$ cat src/rtl/vga_fb_arbiter_if.sv
// Bundle of the display-fetch, host-write and framebuffer-RAM signals around the arbiter.
// The slave side is the arbiter; the master side is whatever drives requests and models the RAM.
interface vga_fb_arbiter_if #(
    parameter int ADDR_W     = 14,
    parameter int DATA_W     = 3,
    parameter int WBUF_DEPTH = 4
);
    localparam int LVL_W = $clog2(WBUF_DEPTH) + 1;

    logic              disp_req;
    logic [ADDR_W-1:0] disp_addr;
    logic [DATA_W-1:0] disp_rdata;
    logic              disp_rvalid;
    logic              disp_miss;
    logic              host_wvalid;
    logic [ADDR_W-1:0] host_waddr;
    logic [DATA_W-1:0] host_wdata;
    logic              host_wready;
    logic [LVL_W-1:0]  wbuf_level;
    logic [ADDR_W-1:0] mem_addr;
    logic              mem_we;
    logic [DATA_W-1:0] mem_wdata;
    logic [DATA_W-1:0] mem_rdata;

    modport slave (
        input  disp_req, disp_addr, host_wvalid, host_waddr, host_wdata, mem_rdata,
        output disp_rdata, disp_rvalid, disp_miss, host_wready, wbuf_level,
        output mem_addr, mem_we, mem_wdata
    );

    modport master (
        output disp_req, disp_addr, host_wvalid, host_waddr, host_wdata, mem_rdata,
        input  disp_rdata, disp_rvalid, disp_miss, host_wready, wbuf_level,
        input  mem_addr, mem_we, mem_wdata
    );
endinterface

$ cat src/rtl/vga_fb_arbiter.sv
// Single-port framebuffer arbiter: scan-out reads win, host writes are posted in a FIFO
// and drained in free slots, with an optional starvation guard that steals a display slot.
module vga_fb_arbiter #(
    parameter int ADDR_W     = 14,
    parameter int DATA_W     = 3,
    parameter int WBUF_DEPTH = 4,
    parameter int STARVE_MAX = 0
) (
    input logic             clk,
    input logic             reset,
    vga_fb_arbiter_if.slave bus
);
    localparam int PTR_W = $clog2(WBUF_DEPTH);
    localparam int LVL_W = PTR_W + 1;
    localparam int CNT_W = (STARVE_MAX > 0) ? $clog2(STARVE_MAX + 1) : 1;

    typedef enum logic [1:0] {
        SLOT_IDLE  = 2'd0,
        SLOT_DISP  = 2'd1,
        SLOT_HOST  = 2'd2,
        SLOT_FORCE = 2'd3
    } slot_t;

    logic [ADDR_W-1:0] wbuf_addr_r [WBUF_DEPTH];
    logic [DATA_W-1:0] wbuf_data_r [WBUF_DEPTH];
    logic [PTR_W-1:0]  wr_ptr_r, rd_ptr_r;
    logic [LVL_W-1:0]  level_r, level_next_s;
    logic              wready_r;
    logic [CNT_W-1:0]  starve_cnt_r, starve_cnt_next_s;
    slot_t             slot_s;
    logic              nonempty_s, push_s, pop_s;
    logic [ADDR_W-1:0] mem_addr_next_s, mem_addr_r;
    logic [DATA_W-1:0] mem_wdata_next_s, mem_wdata_r;
    logic              mem_we_next_s, mem_we_r;
    logic              miss_r, rd_v1_r, rd_v2_r, rvalid_r;
    logic [DATA_W-1:0] rdata_r;

    // Slot decision for this cycle, FIFO occupancy and starve counter next state.
    always_comb begin
        nonempty_s = (level_r != {LVL_W{1'b0}});
        if ((STARVE_MAX > 0) && nonempty_s && (starve_cnt_r == CNT_W'(STARVE_MAX))) begin
            slot_s = SLOT_FORCE;
        end else if (bus.disp_req) begin
            slot_s = SLOT_DISP;
        end else if (nonempty_s) begin
            slot_s = SLOT_HOST;
        end else begin
            slot_s = SLOT_IDLE;
        end

        pop_s  = (slot_s == SLOT_HOST) || (slot_s == SLOT_FORCE);
        push_s = bus.host_wvalid && wready_r;

        case ({push_s, pop_s})
            2'b10:   level_next_s = level_r + LVL_W'(1);
            2'b01:   level_next_s = level_r - LVL_W'(1);
            default: level_next_s = level_r;
        endcase

        if (!nonempty_s || pop_s) begin
            starve_cnt_next_s = {CNT_W{1'b0}};
        end else if (starve_cnt_r != CNT_W'(STARVE_MAX)) begin
            starve_cnt_next_s = starve_cnt_r + CNT_W'(1);
        end else begin
            starve_cnt_next_s = starve_cnt_r;
        end
    end

    // RAM command for the slot; read and idle slots never carry write data.
    always_comb begin
        mem_addr_next_s  = {ADDR_W{1'b0}};
        mem_wdata_next_s = {DATA_W{1'b0}};
        mem_we_next_s    = 1'b0;
        case (slot_s)
            SLOT_DISP: begin
                mem_addr_next_s = bus.disp_addr;
            end
            SLOT_HOST, SLOT_FORCE: begin
                mem_addr_next_s  = wbuf_addr_r[rd_ptr_r];
                mem_wdata_next_s = wbuf_data_r[rd_ptr_r];
                mem_we_next_s    = 1'b1;
            end
            default: begin
                mem_addr_next_s = {ADDR_W{1'b0}};
            end
        endcase
    end

    // Write-buffer storage; contents are don't-care while the level says empty.
    always_ff @(posedge clk) begin
        if (push_s) begin
            wbuf_addr_r[wr_ptr_r] <= bus.host_waddr;
            wbuf_data_r[wr_ptr_r] <= bus.host_wdata;
        end
    end

    // Control state, RAM command registers and the three-stage read-return pipe.
    always_ff @(posedge clk) begin
        if (reset) begin
            wr_ptr_r     <= {PTR_W{1'b0}};
            rd_ptr_r     <= {PTR_W{1'b0}};
            level_r      <= {LVL_W{1'b0}};
            wready_r     <= 1'b0;
            starve_cnt_r <= {CNT_W{1'b0}};
            mem_addr_r   <= {ADDR_W{1'b0}};
            mem_wdata_r  <= {DATA_W{1'b0}};
            mem_we_r     <= 1'b0;
            miss_r       <= 1'b0;
            rd_v1_r      <= 1'b0;
            rd_v2_r      <= 1'b0;
            rvalid_r     <= 1'b0;
            rdata_r      <= {DATA_W{1'b0}};
        end else begin
            if (push_s) begin
                wr_ptr_r <= wr_ptr_r + PTR_W'(1);
            end
            if (pop_s) begin
                rd_ptr_r <= rd_ptr_r + PTR_W'(1);
            end
            level_r      <= level_next_s;
            wready_r     <= (level_next_s < LVL_W'(WBUF_DEPTH));
            starve_cnt_r <= starve_cnt_next_s;
            mem_addr_r   <= mem_addr_next_s;
            mem_wdata_r  <= mem_wdata_next_s;
            mem_we_r     <= mem_we_next_s;
            miss_r       <= (slot_s == SLOT_FORCE) && bus.disp_req;
            rd_v1_r      <= (slot_s == SLOT_DISP);
            rd_v2_r      <= rd_v1_r;
            rvalid_r     <= rd_v2_r;
            rdata_r      <= rd_v2_r ? bus.mem_rdata : {DATA_W{1'b0}};
        end
    end

    assign bus.mem_addr    = mem_addr_r;
    assign bus.mem_we      = mem_we_r;
    assign bus.mem_wdata   = mem_wdata_r;
    assign bus.disp_rdata  = rdata_r;
    assign bus.disp_rvalid = rvalid_r;
    assign bus.disp_miss   = miss_r;
    assign bus.host_wready = wready_r;
    assign bus.wbuf_level  = level_r;
endmodule

$ cat src/flat_wrapper.sv
// flat-port wrapper written by rule: the top's interface ports become plain ports
module vga_fb_arbiter_flat 
#(
    parameter int ADDR_W     = 14,
    parameter int DATA_W     = 3,
    parameter int WBUF_DEPTH = 4,
    parameter int STARVE_MAX = 0
)
  (clk, reset, bus_disp_req, bus_disp_addr, bus_host_wvalid, bus_host_waddr, bus_host_wdata, bus_mem_rdata, bus_disp_rdata, bus_disp_rvalid, bus_disp_miss, bus_host_wready, bus_wbuf_level, bus_mem_addr, bus_mem_we, bus_mem_wdata);
  vga_fb_arbiter_if #(.ADDR_W(ADDR_W), .DATA_W(DATA_W), .WBUF_DEPTH(WBUF_DEPTH)) bus_i ();
  input logic clk;
  input logic reset;
  input wire logic [$bits(bus_i.disp_req)-1:0] bus_disp_req;
  input wire logic [$bits(bus_i.disp_addr)-1:0] bus_disp_addr;
  input wire logic [$bits(bus_i.host_wvalid)-1:0] bus_host_wvalid;
  input wire logic [$bits(bus_i.host_waddr)-1:0] bus_host_waddr;
  input wire logic [$bits(bus_i.host_wdata)-1:0] bus_host_wdata;
  input wire logic [$bits(bus_i.mem_rdata)-1:0] bus_mem_rdata;
  output wire logic [$bits(bus_i.disp_rdata)-1:0] bus_disp_rdata;
  output wire logic [$bits(bus_i.disp_rvalid)-1:0] bus_disp_rvalid;
  output wire logic [$bits(bus_i.disp_miss)-1:0] bus_disp_miss;
  output wire logic [$bits(bus_i.host_wready)-1:0] bus_host_wready;
  output wire logic [$bits(bus_i.wbuf_level)-1:0] bus_wbuf_level;
  output wire logic [$bits(bus_i.mem_addr)-1:0] bus_mem_addr;
  output wire logic [$bits(bus_i.mem_we)-1:0] bus_mem_we;
  output wire logic [$bits(bus_i.mem_wdata)-1:0] bus_mem_wdata;
  assign bus_i.disp_req = bus_disp_req;
  assign bus_i.disp_addr = bus_disp_addr;
  assign bus_i.host_wvalid = bus_host_wvalid;
  assign bus_i.host_waddr = bus_host_waddr;
  assign bus_i.host_wdata = bus_host_wdata;
  assign bus_i.mem_rdata = bus_mem_rdata;
  assign bus_disp_rdata = bus_i.disp_rdata;
  assign bus_disp_rvalid = bus_i.disp_rvalid;
  assign bus_disp_miss = bus_i.disp_miss;
  assign bus_host_wready = bus_i.host_wready;
  assign bus_wbuf_level = bus_i.wbuf_level;
  assign bus_mem_addr = bus_i.mem_addr;
  assign bus_mem_we = bus_i.mem_we;
  assign bus_mem_wdata = bus_i.mem_wdata;
  vga_fb_arbiter #(.ADDR_W(ADDR_W), .DATA_W(DATA_W), .WBUF_DEPTH(WBUF_DEPTH), .STARVE_MAX(STARVE_MAX)) u_core (.clk(clk), .reset(reset), .bus(bus_i));
endmodule
$ cat config.mk
export PLATFORM = sky130hd
export DESIGN_NAME = vga_fb_arbiter_flat
export DESIGN_NICKNAME = d
export VERILOG_FILES = /design/src/rtl/vga_fb_arbiter_if.sv /design/src/rtl/vga_fb_arbiter.sv /design/src/flat_wrapper.sv
export SDC_FILE = /design/constraint.sdc
export NUM_CORES = 1
export LEC_CHECK = 0
export CAP_MARGIN = 20
export CORE_ASPECT_RATIO = 1.1
export CORE_MARGIN = 2
export CORE_UTILIZATION = 51
export CTS_CLUSTER_DIAMETER = 40
export DETAILED_ROUTE_END_ITERATION = 7
export GPL_TIMING_DRIVEN = 0
export PLACE_DENSITY_LB_ADDON = 0.08
export SETUP_SLACK_MARGIN = 0.02
export SYNTH_ARGS = -nofsm -noshare
export SYNTH_HDL_FRONTEND = slang
export SYNTH_SLANG_ARGS = --single-unit
$ cat constraint.sdc
create_clock -name clk -period 2.39 [get_ports clk]
set_input_delay 0.3585 -clock clk [delete_from_list [all_inputs] [get_ports clk]]
set_output_delay 0.3585 -clock clk [all_outputs]
set_load 0.01 [all_outputs]
==> run summary <==
### Finish
• most frequent cells in the layout: sky130_fd_sc_hd__edfxtp_1, sky130_fd_sc_hd__clkdlybuf4s50_1, sky130_fd_sc_hd__dfxtp_1, sky130_fd_sc_hd__a22o_1, sky130_fd_sc_hd__mux4_2
• most common library cell in the layout ignoring fill and taps: sky130_fd_sc_hd__edfxtp_1
• ratio of cells with drive above 1 in the final layout: 0.127
• post-route core utilization: 0.656
• final instance area: 4570 um2
• Syn-to-layout area delta: 25.0%
• final std cells w/o fill: 353
• number of antenna diodes: 0
• final layout net count: 307

### Floorplan
• standard cell core area: 6970 um2
• initial core utilization: 0.524
• die area: 7860 um2
• placement row count: 32
• Die Height: 92.8 um
• I/O pin cnt: 65
• Die X: 84.7 um

### Global route
• largest net degree at the start of global routing: 18
• global-route congestion overflow total: 0
• GRT Resource Usage Total: 0.172
• number of global-route vias before repair: 2028
• antenna violations before repair: 0
• wire length of the first global-routing pass: 10.0 mm

### Clock network
• clock insertion delay at the later pin of the skew report: 350 ps
• post-cts repair resize count: 0
• count of buffers added by post-CTS timing repair for setup: 0
• TritonCTS clock tree: yes
• CTS root buffer: sky130_fd_sc_hd__clkbuf_8
• hold-fix buffers at CTS: 0
• maximum clock insertion buffer count: 2
• number of levels in the clock H-tree: 3
• number of buffers inserted during clock tree synthesis: 9
• total number of clock tree sinks: 103
• clock slew at the register clock pins of the worst setup and hold paths: 90 ps

### Power and ir drop
• power density normalized to cell area: 882 nW/um2
• IR Drop Worst-Case VDD: 0.000581 V
• leakage power: 1.55 nW
• PnR Total Power: 4.03 mW

### Critical path
• crit path max fanout: 6
• endpoint arrival time on the critical path: 2330 ps
• Critical Path Sink Type: flip-flop
• critical path class: reg -> reg
• type of element launching the critical path: flip-flop
• required arrival time at the worst endpoint: 2640 ps

### STA
• worst-case setup margin in the final layout: 310 ps
• transition time at the pin with the least slew margin: 970 ps
• normalized max-slew margin: 0.354
• TNS Setup: 0 ps
• Highest Clock Rate: 0.481 GHz
• final-report setup violation count: 0
• number of max-slew violations in the final report: 0
• hold slack: 476 ps
• final critical path time including I/O delays and setup: 2080 ps
• Final Cycle Share: 0.870
• RSZ-0062 raised after global routing: false
• Clock Skew: 9.83 ps
• final count of hold timing violations: 0

### Logic synthesis
• Post-Syn Nets: 232
• fraction of registers with async set/reset: 0
• post-synth cell types: 31
• sequential area share after synthesis: 0.751
• post-synthesis register bit count: 103
• Warnings, synthesis: 0
• synthesized cell area: 3650 um2
• instance count of the mapped netlist: 188
• number of enable flip-flop cells after synthesis: 68
• average footprint of a synthesized cell: 19.4 um2
• leading register cell type out of synthesis: sky130_fd_sc_hd__edfxtp_1

### Place
• RePlAce Congestion: 0.705
• worst slack, placed: 74.4 ps
• port bufs: 64
• Area after DPL: 4400 um2
• Cells after DPL: 337
• post-detail-place hpwl: 3.91 mm

### Detailed routing
• Iter 0 DRT Violations: 136
• DRC Markers: 0
• antenna-violating nets left: 0
• ratio of routed vias to standard cells: 5.27
• routed wire length per instance: 17.3 um
• DR pass1 iterations: 4
• Routed Wire Length: 6.12 mm
• total number of vias: 1859

### Job
• number of maximum-capacitance constraint violations: 0

### Min path
• type of the tightest min-delay check: reg -> reg

### Status
• outcome: finished, final reports clean

-- layout make-up --
cell class / instances / area (um2)
Sequential cell: 103 / 2740
Fill cell: 518 / 2400
Clock inverter: 5 / 36.3
Inverter: 3 / 11.3
Tap cell: 85 / 106
Buffer: 6 / 50.0
Clock buffer: 11 / 131
Multi-Input combinational cell: 76 / 850
Timing Repair Buffer: 64 / 641
-- worst paths after layout --
| path | slack, ps | from | cells past startpoint | end |
|---|---|---|---|---|
| hold reg to reg | 480 | u_core.rd_v1_r | 1 | u_core.rd_v2_r |
| setup reg to reg | 310 | u_core.bus.wbuf_level[0] | 7 | flip-flop |
| hold / removal | 480 | u_core.rd_v1_r | 1 | u_core.rd_v2_r |
| setup / recovery | 310 | u_core.bus.wbuf_level[0] | 7 | flip-flop |
-- synth_stat cells (2+ instances only) --
master,number,area share
sky130_fd_sc_hd__and3_1,4,0.0068
sky130_fd_sc_hd__a22o_1,14,0.034
sky130_fd_sc_hd__and2_1,6,0.010
sky130_fd_sc_hd__edfxtp_1,68,0.56
sky130_fd_sc_hd__nor3_2,2,0.0055
sky130_fd_sc_hd__nor3_1,2,0.0027
sky130_fd_sc_hd__ha_1,5,0.017
sky130_fd_sc_hd__mux4_1,5,0.036
sky130_fd_sc_hd__nand2_1,2,0.0021
sky130_fd_sc_hd__nor2_1,4,0.0041
sky130_fd_sc_hd__buf_2,3,0.0041
sky130_fd_sc_hd__xnor2_1,2,0.0048
sky130_fd_sc_hd__inv_1,3,0.0031
sky130_fd_sc_hd__mux4_2,12,0.074
sky130_fd_sc_hd__dfxtp_1,35,0.19
sky130_fd_sc_hd__nor2b_1,3,0.0051
sky130_fd_sc_hd__a21oi_1,4,0.0055
-- layer usage --
| layer | vias up | routed length, um | global-route usage |
|---|---|---|---|
| li1 | 886 | - | - |
| met4 | 0 | 89 | 0.0714 |
| met3 | 8 | 273 | 0.0446 |
| met5 | - | 0 | 0 |
| met1 | 915 | 2700 | 0.212 |
| met2 | 50 | 3050 | 0.289 |
-- logic make-up (layout without fill, tap and decap cells) --
family,count (synthesis),after routing,synth area share
compound gates,22,22,0.0473
xor+xnor,3,3,0.00719
fa+ha+maj,6,6,0.0226
buf+inv,9,89,0.0168
flops,103,103,0.751
mux,18,18,0.113
other cells,1,1,0.00103
simple gates,26,26,0.0418
-- registers in the layout, indices dropped and copies added, names as in the netlist, named ones only --
register                count
u_core.bus.disp_miss        1
u_core.rd_v2_r              1
u_core.bus.host_wready      1
u_core.wbuf_data_r         12
u_core.bus.disp_rvalid      1
u_core.wbuf_addr_r         56
u_core.rd_ptr_r             2
u_core.bus.disp_rdata       3
u_core.rd_v1_r              1
u_core.bus.mem_we           1
u_core.wr_ptr_r             2
u_core.bus.mem_addr        14
u_core.bus.mem_wdata        3
u_core.bus.wbuf_level       2
-- worst max-delay path, stage by stage, from the launching register on --
cell	delay, ps
sky130_fd_sc_hd__dfxtp_1	370
sky130_fd_sc_hd__nor3_2	390
sky130_fd_sc_hd__nor2_1	80
sky130_fd_sc_hd__ha_1	230
sky130_fd_sc_hd__fa_1	380
sky130_fd_sc_hd__xnor2_1	150
sky130_fd_sc_hd__o21a_1	180
sky130_fd_sc_hd__o21ba_2	200
-- power breakdown --
group / leakage (nW) / internal [mW] / switching [mW]
clock network: 0.0755 / 0.380 / 0.568
registers: 0.904 / 2.08 / 0.0963
logic: 0.574 / 0.527 / 0.380
total: 1.55 / 2.99 / 1.04
No activity file was read; power rests on OpenSTA's default activity.
